**src/rtl/hardware_binarize_stream.sv**
```systemverilog
// -----------------------------------------------------------------------------
// hardware_binarize_stream
//
// Purpose:
//   Transmit-side encoder and byte serializer for combinator terms. A 63-bit
//   tagged term (3-bit tag, 60-bit payload) is accepted on a valid/ready
//   handshake. It is packed into a 64-bit wire word (4-bit tag nibble, then
//   payload) and shifted out as bytes on a second valid/ready handshake.
//   Terms with tags 5..7 cannot be encoded. They are accepted and dropped,
//   and err_o pulses for one cycle after acceptance.
//
// Parameters:
//   MSB_FIRST      1: word[63:56] is sent first; 0: word[7:0] is sent first.
//
// Build option:
//   BINARIZE_COMPACT_EN  when defined, nullary tags 0..2 are sent as a single
//                        byte {1'b0, tag, 4'h0} instead of a full 8-byte word.
//
// Ports:
//   system1000      in   clock, rising edge
//   system1000_rst  in   asynchronous reset, active high
//   term_i[62:0]    in   term: [62:60] tag, [59:0] payload
//   term_valid_i    in   term_i is valid
//   term_ready_o    out  term_i is accepted this cycle
//   byte_o[7:0]     out  current output byte
//   byte_valid_o    out  byte_o is valid
//   byte_ready_i    in   sink accepts byte_o this cycle
//   err_o           out  one-cycle pulse after an unencodable term is dropped
// -----------------------------------------------------------------------------
module hardware_binarize_stream #(
    parameter bit MSB_FIRST = 1'b1
) (
    input  logic        system1000,
    input  logic        system1000_rst,
    input  logic [62:0] term_i,
    input  logic        term_valid_i,
    output logic        term_ready_o,
    output logic [7:0]  byte_o,
    output logic        byte_valid_o,
    input  logic        byte_ready_i,
    output logic        err_o
);

    typedef enum logic {
        IDLE  = 1'b0,
        SHIFT = 1'b1
    } state_t;

    state_t      state_q, state_d;
    logic [63:0] shreg_q, shreg_d;
    logic [2:0]  cnt_q,   cnt_d;
    logic        err_q,   err_d;

    // Encoder outputs for the term currently presented on term_i.
    logic [2:0]  tag;
    logic [63:0] enc_word;
    logic [2:0]  enc_cnt;
    logic        enc_ok;

    logic        term_ready;
    logic        term_accept;
    logic [7:0]  end_byte;
    logic [63:0] shreg_shifted;

    assign tag = term_i[62:60];

    // NOTE: every signal driven in an always_comb gets a default on entry;
    // any path that leaves it unassigned would infer a latch.
    always_comb begin
        enc_word = 64'h0;
        enc_cnt  = 3'd7;
        enc_ok   = 1'b1;
        unique case (tag)
            3'd0, 3'd1, 3'd2: begin
`ifdef BINARIZE_COMPACT_EN
                // The single byte must be at whichever end is sent first.
                if (MSB_FIRST) enc_word = {1'b0, tag, 4'h0, 56'h0};
                else           enc_word = {56'h0, 1'b0, tag, 4'h0};
                enc_cnt  = 3'd0;
`else
                enc_word = {1'b0, tag, 60'h0};
`endif
            end
            3'd3:    enc_word = {1'b0, tag, term_i[59:0]};
            // The 32-bit literal is taken from the top of the payload field.
            3'd4:    enc_word = {1'b0, tag, 28'h0, term_i[59:28]};
            default: enc_ok   = 1'b0;
        endcase
    end

    assign end_byte      = MSB_FIRST ? shreg_q[63:56] : shreg_q[7:0];
    assign shreg_shifted = MSB_FIRST ? {shreg_q[55:0], 8'h00}
                                     : {8'h00, shreg_q[63:8]};

    // Next-state logic and handshake outputs.
    always_comb begin
        state_d      = state_q;
        shreg_d      = shreg_q;
        cnt_d        = cnt_q;
        err_d        = 1'b0;
        term_ready   = 1'b0;
        byte_valid_o = 1'b0;

        unique case (state_q)
            IDLE: begin
                term_ready = 1'b1;
            end
            SHIFT: begin
                byte_valid_o = 1'b1;
                // A new term is taken only while the last byte is consumed,
                // so back-to-back words have no bubble between them.
                term_ready   = byte_ready_i && (cnt_q == 3'd0);
                if (byte_ready_i) begin
                    shreg_d = shreg_shifted;
                    if (cnt_q == 3'd0) state_d = IDLE;
                    else               cnt_d   = cnt_q - 3'd1;
                end
            end
            default: state_d = IDLE;
        endcase

        term_accept = term_valid_i && term_ready;
        if (term_accept) begin
            if (enc_ok) begin
                shreg_d = enc_word;
                cnt_d   = enc_cnt;
                state_d = SHIFT;
            end else begin
                err_d = 1'b1;
            end
        end
    end

    // The reset gate keeps ready low for the whole reset assertion and lets
    // it rise as soon as reset is released.
    assign term_ready_o = term_ready && !system1000_rst;
    assign byte_o       = (state_q == SHIFT) ? end_byte : 8'h00;
    assign err_o        = err_q;

    // NOTE: sequential state uses non-blocking assignments only, so every
    // register samples the values from before the edge.
    always_ff @(posedge system1000 or posedge system1000_rst) begin
        if (system1000_rst) begin
            state_q <= IDLE;
            shreg_q <= 64'h0;
            cnt_q   <= 3'd0;
            err_q   <= 1'b0;
        end else begin
            state_q <= state_d;
            shreg_q <= shreg_d;
            cnt_q   <= cnt_d;
            err_q   <= err_d;
        end
    end

endmodule

```
**config.mk**
```make
export PLATFORM = sky130hd
export DESIGN_NAME = hardware_binarize_stream
export DESIGN_NICKNAME = d
export VERILOG_FILES = /design/src/rtl/hardware_binarize_stream.sv
export SDC_FILE = /design/constraint.sdc
export NUM_CORES = 1
export LEC_CHECK = 0
export CAP_MARGIN = 20
export CORE_MARGIN = 5
export CORE_UTILIZATION = 35
export DETAILED_ROUTE_END_ITERATION = 8
export PLACE_DENSITY = 0.66
export SLEW_MARGIN = 20
export SYNTH_ARGS = -nofsm -noshare
export SYNTH_HDL_FRONTEND = slang
export SYNTH_SLANG_ARGS = --single-unit
```
**constraint.sdc**
```tcl
create_clock -name system1000 -period 2.9 [get_ports system1000]
set_input_delay 0.58 -clock system1000 [delete_from_list [all_inputs] [get_ports system1000]]
set_output_delay 0.58 -clock system1000 [all_outputs]
set_load 0.005 [all_outputs]
```
# Word-level counts from Yosys, hierarchy flattened

Index checks and enable logic that the tools add are counted.

$add $sub $neg: 1
Eq/ne operators: 4
Reductions and logical operators: 8
Bitwise gates (word level): 1
Multiplexer cells: 21

Operator list:

| operator                                                               | number |
|---|---|
| 64-bit 2-to-1 mux                                                      | 4 |
| 63-bit case mux with 3 select lines                                    | 1 |
| 3-bit 2-to-1 mux                                                       | 5 |
| 1-bit 2-to-1 mux                                                       | 9 |
| 8-bit 2-to-1 mux                                                       | 1 |
| 3-bit by 2-bit equality test with 1-bit output (second input constant) | 2 |
| 3-bit zero test                                                        | 2 |
| 5-bit OR reduction                                                     | 1 |
| 3-bit by 1-bit equality test with 1-bit output (second input constant) | 1 |
| 3-bit equality test (second input constant)                            | 1 |
| 1-bit logical AND                                                      | 3 |
| 3-bit OR reduction                                                     | 1 |
| 3-bit by 1-bit subtractor with 3-bit output (second input constant)    | 1 |
| 1-bit case mux with 2 select lines                                     | 1 |
| 1-bit zero test                                                        | 1 |
| 1-bit NOT                                                              | 1 |

Register bits after elaboration: 69
Output and inout port bits: 11
Word-level logic and storage cells: 39
Input port bits: 67

# Depth between registers and ports, before layout

Depth in word-level cells: 6
Depth in mapped cells: 7
Mapped depth without buffers: 5

# Worst setup path after synthesis

No wires, ideal clock.

Path kind: register to output
From: register state_q
To: output byte_o[0]
Path slack: 1.303 ns
Arrival: 1.017 ns
Required time: 2.320 ns
Path buffers: 2
Cell stages (with the launch flop): 4
Cells stage by stage: dfrtp_1 clkbuf_1 clkbuf_1 and2_1

Word-level cells in the longest chain between the ends: 1

Ends and longest elaborated chain:

| what                     | line | source |
|---|---|---|
| start: declaration       | 49   | `state_t state_q, state_d;` |
| start signal: assignment | 149  | `state_q <= state_d;` |
| 8-bit 2-to-1 mux         | 137  | `assign byte_o = (state_q == SHIFT) ? end_byte : 8'h00;` |
| end: declaration         | 38   | `output logic [7:0] byte_o,` |

No other way between the ends.

# Final worst setup path

From: input byte_ready_i
To: output term_ready_o

Word-level cells in the longest chain between the ends: 3

Ends and longest elaborated chain:

| what                               | line | source |
|---|---|---|
| start: declaration                 | 40   | `input logic byte_ready_i,` |
| 1-bit logical AND                  | 112  | `term_ready = byte_ready_i && (cnt_q == 3'd0);` |
| 1-bit case mux with 2 select lines | 104  | `unique case (state_q)` |
| 1-bit logical AND                  | 136  | `assign term_ready_o = term_ready && !system1000_rst;` |
| end: declaration                   | 37   | `output logic term_ready_o,` |

No other way between the ends.

==> impl_metrics.yaml <==
detailed_routing:
  drt_wl_total_um: 9060
  num_vias: 2680
  wl_per_cell_um: 17.8
  drt_iter0_drc: 149
  first_pass_iters: 4
  drc: 0
  viasPerCell: 5.28
  postRouteAntennaNets: 0
synthesis:
  async_reset_ff_share_pct: 100
  yosysWarnings: 0
  ys_seq_area_share_pct: 48.4
  synth.distinct_cells: 31
  ys_ff_latch: 69
  syn_area_um2: 3570
  syn_avg_cell_area_um2: 11.9
  ys.flop_type: "dfrtp_1"
  syn_nets: 368
  syn_inst: 299
  synth-edff-count: 0
sta:
  rsz0062_at_grt: "no"
  post-route-min-period_ns: 2.55
  fmax_ghz: 0.392
  finalMaxSlewViolations: 0
  hold_violations: 0
  finClkSkew_ns: 0.0113
  worstMarginPinSlew_ns: 1.01
  max_slew_margin_pct: 32.5
  tns_ns: 0
  finalSetupViolations: 0
  hold_ws_ns: 0.526
  period_share_pct: 88.0
layout:
  fillers: 893
  fin_area_um2: 4710
  n_antenna_cell: 0
  syn2layout_area_growth_pct: 31.8
  layout_common_cells: "84 x mux2i_1, 77 x clkdlybuf4s50_1, 69 x dfrtp_1, 32 x a22oi_1, 28 x o2bb2ai_1"
  final_common_cell: "mux2i_1"
  nNetsFinal: 439
  stdcell_count: 508
  drive_gt1_share_pct: 8.53
power_and_ir_drop:
  p_sw_w: 0.00103
  total_power_w: 0.00333
  p_seq_share_pct: 43.0
  switching_share_pct: 30.9
  power_leakage_nw: 2.25
  pwr-share-clk_pct: 27.0
  p_int_w: 0.00230
  ir_worst_vdd_mv: 0.275
  combinationalPowerShare_pct: 30.0
  power.density_nw_per_um2: 708
cts:
  clkLatencyLatePin_ns: 0.33
  cts_setup_buffers: 0
  clock_path_buffers: 2
  holdBufCountCts: 0
  cts-root-buf: "clkbuf_8"
  ctsResizeCount: 0
  cts-htree-levels: 3
  cts.clk_slew.worst_paths_ns: 0.08
  cts_tree: "done"
  cts_buffers: 9
  clock_sinks: 69
setup_path:
  cpPeakStageDelay_ns: 0.51
  crit_path_top_delay_cell: "clkdlybuf4s50_1"
  path_class: "in2out"
  startpoint_type: "input pin"
  crit_chain: "clkdlybuf4s50_1 > nand3b_2 > a21oi_1 > clkdlybuf4s50_1"
  end_kind: "primary output"
  critPathBufInv: 2
  arrival_ns: 1.97
  crit_required_ns: 2.32
  path_common_cell: "clkdlybuf4s50_1"
  path_delay_family: "buffers and inverters"
  cp_max_fo: 6
floorplanning:
  start_util_pct: 36.2
  rows: 36
  die_h_um: 111
  io_pins: 78
  core_um2: 9860
  fp.dieW_um: 111
  die_area_um2: 12300
global_route:
  antenna_found_initial: 0
  grt_pass1_wl_um: 14900
  grt_util_all_layers_pct: 14.8
  grt_max_degree: 35
  overflow: 0
  grt_pass1_vias: 2834
flow_run:
  maxCapViolCount: 0
status:
  outcome: "finished clean"
placement:
  place.gp.congestion: 0.871
  dp_hpwl_um: 6350
  dp.cells: 492
  placed_cell_area_um2: 4470
  io_buffers: 77
min_path:
  hold_class: "reg2reg"
[cell type report]
type	instances	area (um2)	area share, %
clock buffer	11	151	3.22
clock inverter	5	82.6	1.75
inverter	5	18.8	0.399
multi-input combinational	199	1710	36.3
sequential	69	1730	36.7
tap	133	166	3.54
timing repair buffer	86	851	18.1
[final timing paths]
path	to	cells after the start	slack (ns)	from
max	term_ready_o	4	0.35	byte_ready_i
min	shreg_q[63]	2	0.53	shreg_q[63]
max reg2reg	cnt_q[1]	2	0.72	state_q
min reg2reg	shreg_q[63]	2	0.53	shreg_q[63]
max in group asynchronous	shreg_q[2]	3	1.59	system1000_rst
min in group asynchronous	err_o	2	0.58	system1000_rst
[sequential cells by signal, indices dropped and copies added, names as in the netlist]
register  flops
shreg_q      64
cnt_q         3
err_o         1
state_q       1
[worst min-delay path, delay by kind of cell, from the launching register on]
family	cells	cell delay, ns
compound gates	1	0.05
flops	1	0.38
simple gates	1	0.06
[stage by stage]
| step | setup slack (ns) | util, % |
|---|---|---|
| after floorplan | 0.580 | - |
| after global placement | 0.210 | 45.3 |
| after detailed placement | 0.121 | 45.3 |
| after CTS | 0.343 | 47.7 |
| after global routing | 0.220 | 47.7 |
| final | 0.349 | 47.7 |
[layer usage]
layer / global-route usage, % / vias up / wire (um) / share of wire, %
li1: - / 1277 / - / -
met1: 21.8 / 1332 / 4650 / 51
met2: 21.3 / 67 / 3910 / 43
met3: 3.60 / 4 / 433 / 4.8
met4: 4.62 / 0 / 55 / 0.61
met5: 0 / - / 0 / 0
[kinds of logic (layout without fill, tap and decap cells)]
logic type | count (synthesis) | after routing | synth area share [%]
simple gates | 33 | 33 | 5.19
fa+ha+maj | 2 | 2 | 0.701
buf+inv | 31 | 107 | 4.52
compound gates | 79 | 79 | 17.4
flops | 69 | 69 | 48.4
mux | 85 | 85 | 23.9
[synth_stat cells (all sizes together), types with 2 or more instances]
cell type	instances	area, um2
a22oi	32	240
o21ai	2	10.0
a211o	3	26.3
ha	2	25.0
dfrtp	69	1730
and3b	2	17.5
clkbuf	11	41.3
o21a	2	15.0
nand2	12	45.0
o2bb2ai	28	245
nand3	5	25.0
a21oi	5	25.0
inv	5	18.8
buf	15	101
a32oi	2	17.5
mux2i	84	841
and2	9	56.3
[power groups by stage]
stage,Clock [W],Combinational (W),Sequential (W)
2_1_floorplan,0,0.000718,0.00136
3_3_place_gp,0,0.000972,0.00144
3_5_place_dp,0,0.00100,0.00145
4_1_cts,0.000912,0.00100,0.00143
5_1_grt,0.000951,0.00110,0.00147
6_report,0.000900,0.000998,0.00143
No activity file was read; power rests on OpenSTA's default activity.
